<file path="config.mk">
export PLATFORM = sky130hd
export DESIGN_NAME = ex_muldiv_unit
export DESIGN_NICKNAME = d
export VERILOG_FILES = /design/src/rtl/cpu_pkg.sv /design/src/rtl/div_core.sv /design/src/rtl/ex_muldiv_unit.sv
export SDC_FILE = /design/constraint.sdc
export NUM_CORES = 2
export LEC_CHECK = 0
export ABC_AREA = 1
export BUFFER_PORTS_ARGS = -buffer_cell sky130_fd_sc_hd__buf_2
export CAP_MARGIN = 20
export CORE_MARGIN = 5
export CORE_UTILIZATION = 47
export DETAILED_ROUTE_END_ITERATION = 16
export MAX_ROUTING_LAYER = met4
export SETUP_SLACK_MARGIN = 0.4
export SLEW_MARGIN = 25
export SYNTH_ARGS = -nofsm -noshare
export SYNTH_HDL_FRONTEND = slang
export SYNTH_HIERARCHICAL = 1
export SYNTH_SLANG_ARGS = --single-unit
</file>
<file path="constraint.sdc">
create_clock -name clk -period 11.07 [get_ports clk]
set_clock_uncertainty 0.1 [all_clocks]
set_input_delay 0 -clock clk [delete_from_list [all_inputs] [get_ports clk]]
set_output_delay 0 -clock clk [all_outputs]
set_load 0.005 [all_outputs]
</file>
<file path="src/rtl/cpu_pkg.sv">
// Shared CPU definitions: M-extension func3 encodings, mul/div FSM states, datapath width.
package cpu_pkg;

  localparam int unsigned XLEN = 32;

  localparam logic [2:0] F3_MUL    = 3'b000;
  localparam logic [2:0] F3_MULH   = 3'b001;
  localparam logic [2:0] F3_MULHSU = 3'b010;
  localparam logic [2:0] F3_MULHU  = 3'b011;
  localparam logic [2:0] F3_DIV    = 3'b100;
  localparam logic [2:0] F3_DIVU   = 3'b101;
  localparam logic [2:0] F3_REM    = 3'b110;
  localparam logic [2:0] F3_REMU   = 3'b111;

  typedef enum logic [1:0] {
    MD_IDLE,
    MD_MUL,
    MD_DIV,
    MD_DONE
  } muldiv_state_e;

  function automatic logic [XLEN-1:0] abs_if(input logic en, input logic [XLEN-1:0] v);
    return (en && v[XLEN-1]) ? -v : v;
  endfunction

endpackage

</file>
<file path="src/rtl/div_core.sv">
// Restoring unsigned divider datapath: one quotient bit per step, dividend shifts out of quo_q.
// The *_nxt outputs show the values the current step will register.
module div_core
  import cpu_pkg::*;
(
  input  logic            clk,
  input  logic            rst,
  input  logic            load_i,
  input  logic            step_i,
  input  logic [XLEN-1:0] dividend_i,
  input  logic [XLEN-1:0] divisor_i,
  output logic [XLEN-1:0] quo_nxt_o,
  output logic [XLEN-1:0] rem_nxt_o
);

  logic [XLEN-1:0] quo_q, rem_q, dvs_q;
  logic [XLEN:0]   shifted;

  // Partial remainder is always below the divisor, so the trial subtraction fits in XLEN bits.
  always_comb begin
    shifted = {rem_q, quo_q[XLEN-1]};
    if (shifted >= {1'b0, dvs_q}) begin
      rem_nxt_o = shifted[XLEN-1:0] - dvs_q;
      quo_nxt_o = {quo_q[XLEN-2:0], 1'b1};
    end else begin
      rem_nxt_o = shifted[XLEN-1:0];
      quo_nxt_o = {quo_q[XLEN-2:0], 1'b0};
    end
  end

  always_ff @(posedge clk or posedge rst) begin
    if (rst) begin
      quo_q <= '0;
      rem_q <= '0;
      dvs_q <= '0;
    end else if (load_i) begin
      quo_q <= dividend_i;
      rem_q <= '0;
      dvs_q <= divisor_i;
    end else if (step_i) begin
      quo_q <= quo_nxt_o;
      rem_q <= rem_nxt_o;
    end
  end

endmodule

</file>
<file path="src/rtl/ex_muldiv_unit.sv">
// EX-stage iterative RV32M unit: 2-cycle multiply, 33-cycle divide, 1-cycle divide special cases.
// Stalls the front end until the result is registered; the result is held until the EX stage advances.
module ex_muldiv_unit #(
  parameter int unsigned XLEN = 32
) (
  input  logic            clk,
  input  logic            rst,
  input  logic            start,
  input  logic            flush,
  input  logic            advance,
  input  logic [2:0]      func3,
  input  logic [XLEN-1:0] op_a,
  input  logic [XLEN-1:0] op_b,
  output logic            stall_req,
  output logic            result_valid,
  output logic [XLEN-1:0] result
);
  import cpu_pkg::*;

  localparam int unsigned CNT_W = $clog2(XLEN);

  muldiv_state_e     state_q, state_d;
  logic [XLEN-1:0]   a_q, b_q, res_q, res_d;
  logic [1:0]        f3_q;
  logic [CNT_W-1:0]  cnt_q;
  logic              capture, div_load, div_step, res_we;

  logic              in_div, in_signed, in_rem, in_special;
  logic [XLEN-1:0]   special_res;
  logic              mul_sa, mul_sb;
  logic [2*XLEN-1:0] mul_ea, mul_eb, prod;
  logic [XLEN-1:0]   mul_res, div_res, quo_nxt, rem_nxt;
  logic              neg_q, neg_r;

  always_comb begin
    in_div    = func3 inside {F3_DIV, F3_DIVU, F3_REM, F3_REMU};
    in_signed = func3 inside {F3_DIV, F3_REM};
    in_rem    = func3 inside {F3_REM, F3_REMU};
    if (op_b == '0) begin
      in_special  = 1'b1;
      special_res = in_rem ? op_a : '1;
    end else begin
      in_special  = in_signed && (op_a == {1'b1, {(XLEN-1){1'b0}}}) && (op_b == '1);
      special_res = in_rem ? '0 : op_a;
    end
  end

  always_comb begin
    mul_sa = 1'b0;
    mul_sb = 1'b0;
    case ({1'b0, f3_q})
      F3_MULH:          begin mul_sa = 1'b1; mul_sb = 1'b1; end
      F3_MULHSU:        mul_sa = 1'b1;
      F3_MUL, F3_MULHU: ;
      default:          ;
    endcase
    mul_ea  = {{XLEN{mul_sa & a_q[XLEN-1]}}, a_q};
    mul_eb  = {{XLEN{mul_sb & b_q[XLEN-1]}}, b_q};
    prod    = mul_ea * mul_eb;
    mul_res = ({1'b0, f3_q} == F3_MUL) ? prod[XLEN-1:0] : prod[2*XLEN-1:XLEN];
  end

  // f3_q[0] marks the unsigned variants, f3_q[1] selects remainder over quotient.
  always_comb begin
    neg_q   = ~f3_q[0] & (a_q[XLEN-1] ^ b_q[XLEN-1]);
    neg_r   = ~f3_q[0] & a_q[XLEN-1];
    div_res = f3_q[1] ? (neg_r ? -rem_nxt : rem_nxt) : (neg_q ? -quo_nxt : quo_nxt);
  end

  div_core u_div_core (
    .clk        (clk),
    .rst        (rst),
    .load_i     (div_load),
    .step_i     (div_step),
    .dividend_i (abs_if(in_signed, op_a)),
    .divisor_i  (abs_if(in_signed, op_b)),
    .quo_nxt_o  (quo_nxt),
    .rem_nxt_o  (rem_nxt)
  );

  always_ff @(posedge clk or posedge rst) begin
    if (rst) state_q <= MD_IDLE;
    else     state_q <= state_d;
  end

  always_comb begin
    state_d   = state_q;
    stall_req = 1'b0;
    capture   = 1'b0;
    div_load  = 1'b0;
    div_step  = 1'b0;
    res_we    = 1'b0;
    res_d     = res_q;
    case (state_q)
      MD_IDLE: if (start) begin
        stall_req = 1'b1;
        capture   = 1'b1;
        if (!in_div) begin
          state_d = MD_MUL;
        end else if (in_special) begin
          state_d = MD_DONE;
          res_we  = 1'b1;
          res_d   = special_res;
        end else begin
          state_d  = MD_DIV;
          div_load = 1'b1;
        end
      end
      MD_MUL: begin
        stall_req = 1'b1;
        res_we    = 1'b1;
        res_d     = mul_res;
        state_d   = MD_DONE;
      end
      MD_DIV: begin
        stall_req = 1'b1;
        div_step  = 1'b1;
        if (cnt_q == '0) begin
          res_we  = 1'b1;
          res_d   = div_res;
          state_d = MD_DONE;
        end
      end
      MD_DONE: if (advance) state_d = MD_IDLE;
      default: state_d = MD_IDLE;
    endcase
    // Kill wins over everything; reset also keeps the stall low while it is held.
    if (flush || rst) begin
      state_d   = MD_IDLE;
      stall_req = 1'b0;
      capture   = 1'b0;
      div_load  = 1'b0;
      div_step  = 1'b0;
      res_we    = 1'b0;
    end
  end

  always_ff @(posedge clk or posedge rst) begin
    if (rst) begin
      a_q   <= '0;
      b_q   <= '0;
      f3_q  <= '0;
      cnt_q <= '0;
      res_q <= '0;
    end else begin
      if (capture) begin
        a_q  <= op_a;
        b_q  <= op_b;
        f3_q <= func3[1:0];
      end
      if (div_load)      cnt_q <= CNT_W'(XLEN - 1);
      else if (div_step) cnt_q <= cnt_q - 1'b1;
      if (res_we)        res_q <= res_d;
    end
  end

  assign result_valid = (state_q == MD_DONE);
  assign result       = res_q;

endmodule

</file>
==> results.py <==
metrics = {
    "cts": {
        "clockRootBuffer": "sky130_fd_sc_hd__clkbuf_16",
        "cts_inserted_buffers": 22,
        "ctsLongestPathBuffers": 3,
        "clk_pin_slew_worst_paths_ps": 70,
        "clock_tree.htree_level_count": 1,
        "clock_sinks": 201,
        "clk_latency_ps": 570,
        "cts_tree": "yes",
        "cts_repair_resize_count": 0,
    },
    "sta": {
        "setup_repair_after_global_routing_missed_its_margin": "false",
        "hold_violations": 0,
        "drv_slew": 0,
        "worst-slew-pin-transition_ps": 1039,
        "maximum_achievable_frequency_ghz": 0.1052,
        "finalSetupViolations": 0,
        "relSlewSlack": 0.3071,
        "min_period_ps": 9504,
        "fin_setup_tns_ps": 0,
        "final.period_utilization": 0.8585,
    },
    "floorplan": {
        "die_area_um2": 127300,
        "die_height_um": 356.8,
        "design.core.area_um2": 119700,
        "die_w_um": 356.8,
        "placementRows": 127,
        "initial_core_util": 0.4723,
        "top_level_ports": 106,
    },
    "drt": {
        "remaining_drc_errors": 0,
        "finalWirelength_um": 192200,
        "antenna_violating_nets_post_route": 0,
        "drt_first_iter_violations": 3608,
        "detail_route.wl_per_cell_um": 20.73,
        "count_of_vias_placed_by_the_detailed_router": 48390,
        "avgViaCountPerCell": 5.220,
        "detail_route.first_pass.iterations": 6,
    },
    "layout": {
        "area_grow_syn2layout_pct": 5.781,
        "final_layout_size_suffix_gt1_frac": 0.05056,
        "num-nets-final": 9097,
        "fill_cells": 12130,
    },
    "logic_synthesis": {
        "synth_top_cell_area_share": 0.3989,
        "asyncSetResetFlopFracSynth": 1.000,
        "edff_count_synth": 0,
        "synthTopCellsByArea": "sky130_fd_sc_hd__fa_1 40%, sky130_fd_sc_hd__nand2_1 15%, sky130_fd_sc_hd__inv_1 13%, sky130_fd_sc_hd__dfrtp_1 8.9%, sky130_fd_sc_hd__ha_1 5.7%",
        "postSynthCellCount": 7714,
        "yosysMostFrequentCell": "sky130_fd_sc_hd__nand2_1",
        "ys_top_cells_by_count": "2,187 x sky130_fd_sc_hd__nand2_1, 1,958 x sky130_fd_sc_hd__inv_1, 1,126 x sky130_fd_sc_hd__fa_1",
        "yosys_warnings": 6,
        "synth_nets": 9171,
        "syn_area_um2": 56510,
        "yosys.area.top_type": "sky130_fd_sc_hd__fa_1",
        "number_of_library_cell_types_mapped_by_synthesis": 58,
        "synth_sequential_area_ratio": 0.08901,
        "avgSynthCellArea_um2": 7.326,
        "flip_flop_and_latch_count_after_synthesis": 201,
        "synth_flop_cell": "sky130_fd_sc_hd__dfrtp_1",
    },
    "global_route": {
        "antenna_found_initial": 7,
        "global_route_wire_length_before_repair_um": 299300,
        "pin_count_of_the_biggest_net_entering_global_routing": 81,
        "gr-total-overflow": 0,
        "grtUsageTotal": 0.3170,
        "grt_pass1_vias": 50330,
    },
    "placement": {
        "gpl.final_weighted_congestion": 1.018,
        "buffer_ports.inserted": 105,
        "dpl.hpwl_um": 163800,
    },
    "worst_setup_path": {
        "type_of_origin_of_the_critical_path": "register",
        "worst_ep_arrival_time_ps": 9840,
        "slowest_stage": "sky130_fd_sc_hd__fa_1",
        "crit_path_end_kind": "register",
        "critPathMostFrequentCell": "sky130_fd_sc_hd__inv_1",
        "critPathKind": "register to register",
        "critPathMaxFanout": 19,
        "worst-endpoint-required_ps": 11410,
        "slowest_stage_delay_on_critical_path_ps": 890,
    },
    "worst_hold_path": {
        "class_of_the_worst_hold_path": "primary input to asynchronous set/reset pin",
    },
    "flow_run": {
        "cap_violations": 0,
    },
    "status": {
        "result_of_the_run": "finished, final reports clean",
    },
}
==> registers in the layout (all words and copies together), names as in the netlist <==
signal,flops
f3_q,2
cnt_q,5
u_div_core/dvs_q,32
state_q,2
a_q,32
u_div_core/quo_q,32
result,32
u_div_core/rem_q,32
b_q,32
==> per-layer routing <==
layer  routed length (um)  vias to the layer above  GRT usage
li1                     -                    22130          -
met1                80240                    24430     0.4052
met2                93810                     1491     0.5327
met3                10280                      333    0.03185
met4                 7860                        0     0.1059
met5                    0                        -          -
==> cell families after synthesis <==
family / Yosys count / share of synthesized area
compound gates: 576 / 0.05529
xor+xnor: 94 / 0.01457
fa+ha+maj: 1385 / 0.4562
buf+inv: 2367 / 0.1609
flops: 201 / 0.08900
mux: 1 / 0.0001993
simple gates: 3090 / 0.2238
==> placed cells by master, fill, tap and decap left out, types with 16 or more instances in the layout <==
cell,netlist,final
sky130_fd_sc_hd__nand2_1,2187,2187
sky130_fd_sc_hd__inv_1,1958,1954
sky130_fd_sc_hd__fa_1,1126,1125
sky130_fd_sc_hd__nor2_1,375,372
sky130_fd_sc_hd__nand3_1,291,291
sky130_fd_sc_hd__o21ai_0,273,273
sky130_fd_sc_hd__ha_1,259,259
sky130_fd_sc_hd__a21oi_1,208,208
sky130_fd_sc_hd__dfrtp_1,201,194
sky130_fd_sc_hd__buf_4,31,108
sky130_fd_sc_hd__buf_2,18,105
sky130_fd_sc_hd__xor2_1,84,84
sky130_fd_sc_hd__dlygate4sd3_1,0,76
sky130_fd_sc_hd__nand4_1,51,51
sky130_fd_sc_hd__nor2_2,40,40
sky130_fd_sc_hd__nor3_1,40,39
sky130_fd_sc_hd__nand2_2,24,24
sky130_fd_sc_hd__clkbuf_16,0,23
sky130_fd_sc_hd__and2_1,17,17
sky130_fd_sc_hd__nand3b_1,16,16
==> critical path: cells and delay by family, from the launching register on <==
kind	cells	cell delay [ps]
buffers and inverters	9	1360
adder cells (fa/ha/maj)	10	5220
AO/OA/AOI/OAI	6	1280
flip-flops	1	380
AND/OR/NAND/NOR	7	990
==> metrics by stage <==
step / cell area (um2) / instances / worst slack [ps] / hold WS, ps / utilization
global placement: 58250 / 9151 / 1747 / -39.55 / 0.4869
CTS: 59740 / 9265 / 1548 / 11.59 / 0.4993
detailed placement: 58260 / 9151 / 1626 / -39.67 / 0.4869
global route: 59780 / 9270 / 952.2 / 73.34 / 0.4996
floorplan: 56510 / 7714 / 2317 / 16.84 / -
finish: 59780 / 9270 / 1566 / 24.25 / 0.4996
==> final timing paths <==
kind | from | endpoint | slack, ps | depth (start not counted)
max | f3_q[0] | result[26] | 1570 | 32
min | rst | a_q[6] | 20 | 3
max reg2reg | f3_q[0] | result[26] | 1570 | 32
min reg2reg | result[2] | result[2] | 390 | 2
max in group asynchronous | rst | u_div_core/dvs_q[21] | 9280 | 6
min in group clk | func3[2] | cnt_q[3] | 110 | 5
==> layout make-up <==
class	instances	area [um2]	area share
inverters	1978	7430	0.1243
repair buffers	291	2137	0.03575
diodes	4	10.01	0.0001674
multi-input cells	5146	42420	0.7096
flip-flops and latches	201	5039	0.08429
clock inverters	7	70.07	0.001172
well taps	1612	2017	0.03374
clock buffers	31	655.6	0.01097
==> what timing repair did <==
| item | CTS | global route |
|---|---|---|
| setup buffers | 0 | 0 |
| hold buffers | 76 | 0 |
| endpoints found under the hold margin | 220 | 0 |
Power is left out: the tool's default activity adds up to more than one toggle a clock period on the data nets, which glitch-free logic cannot reach.
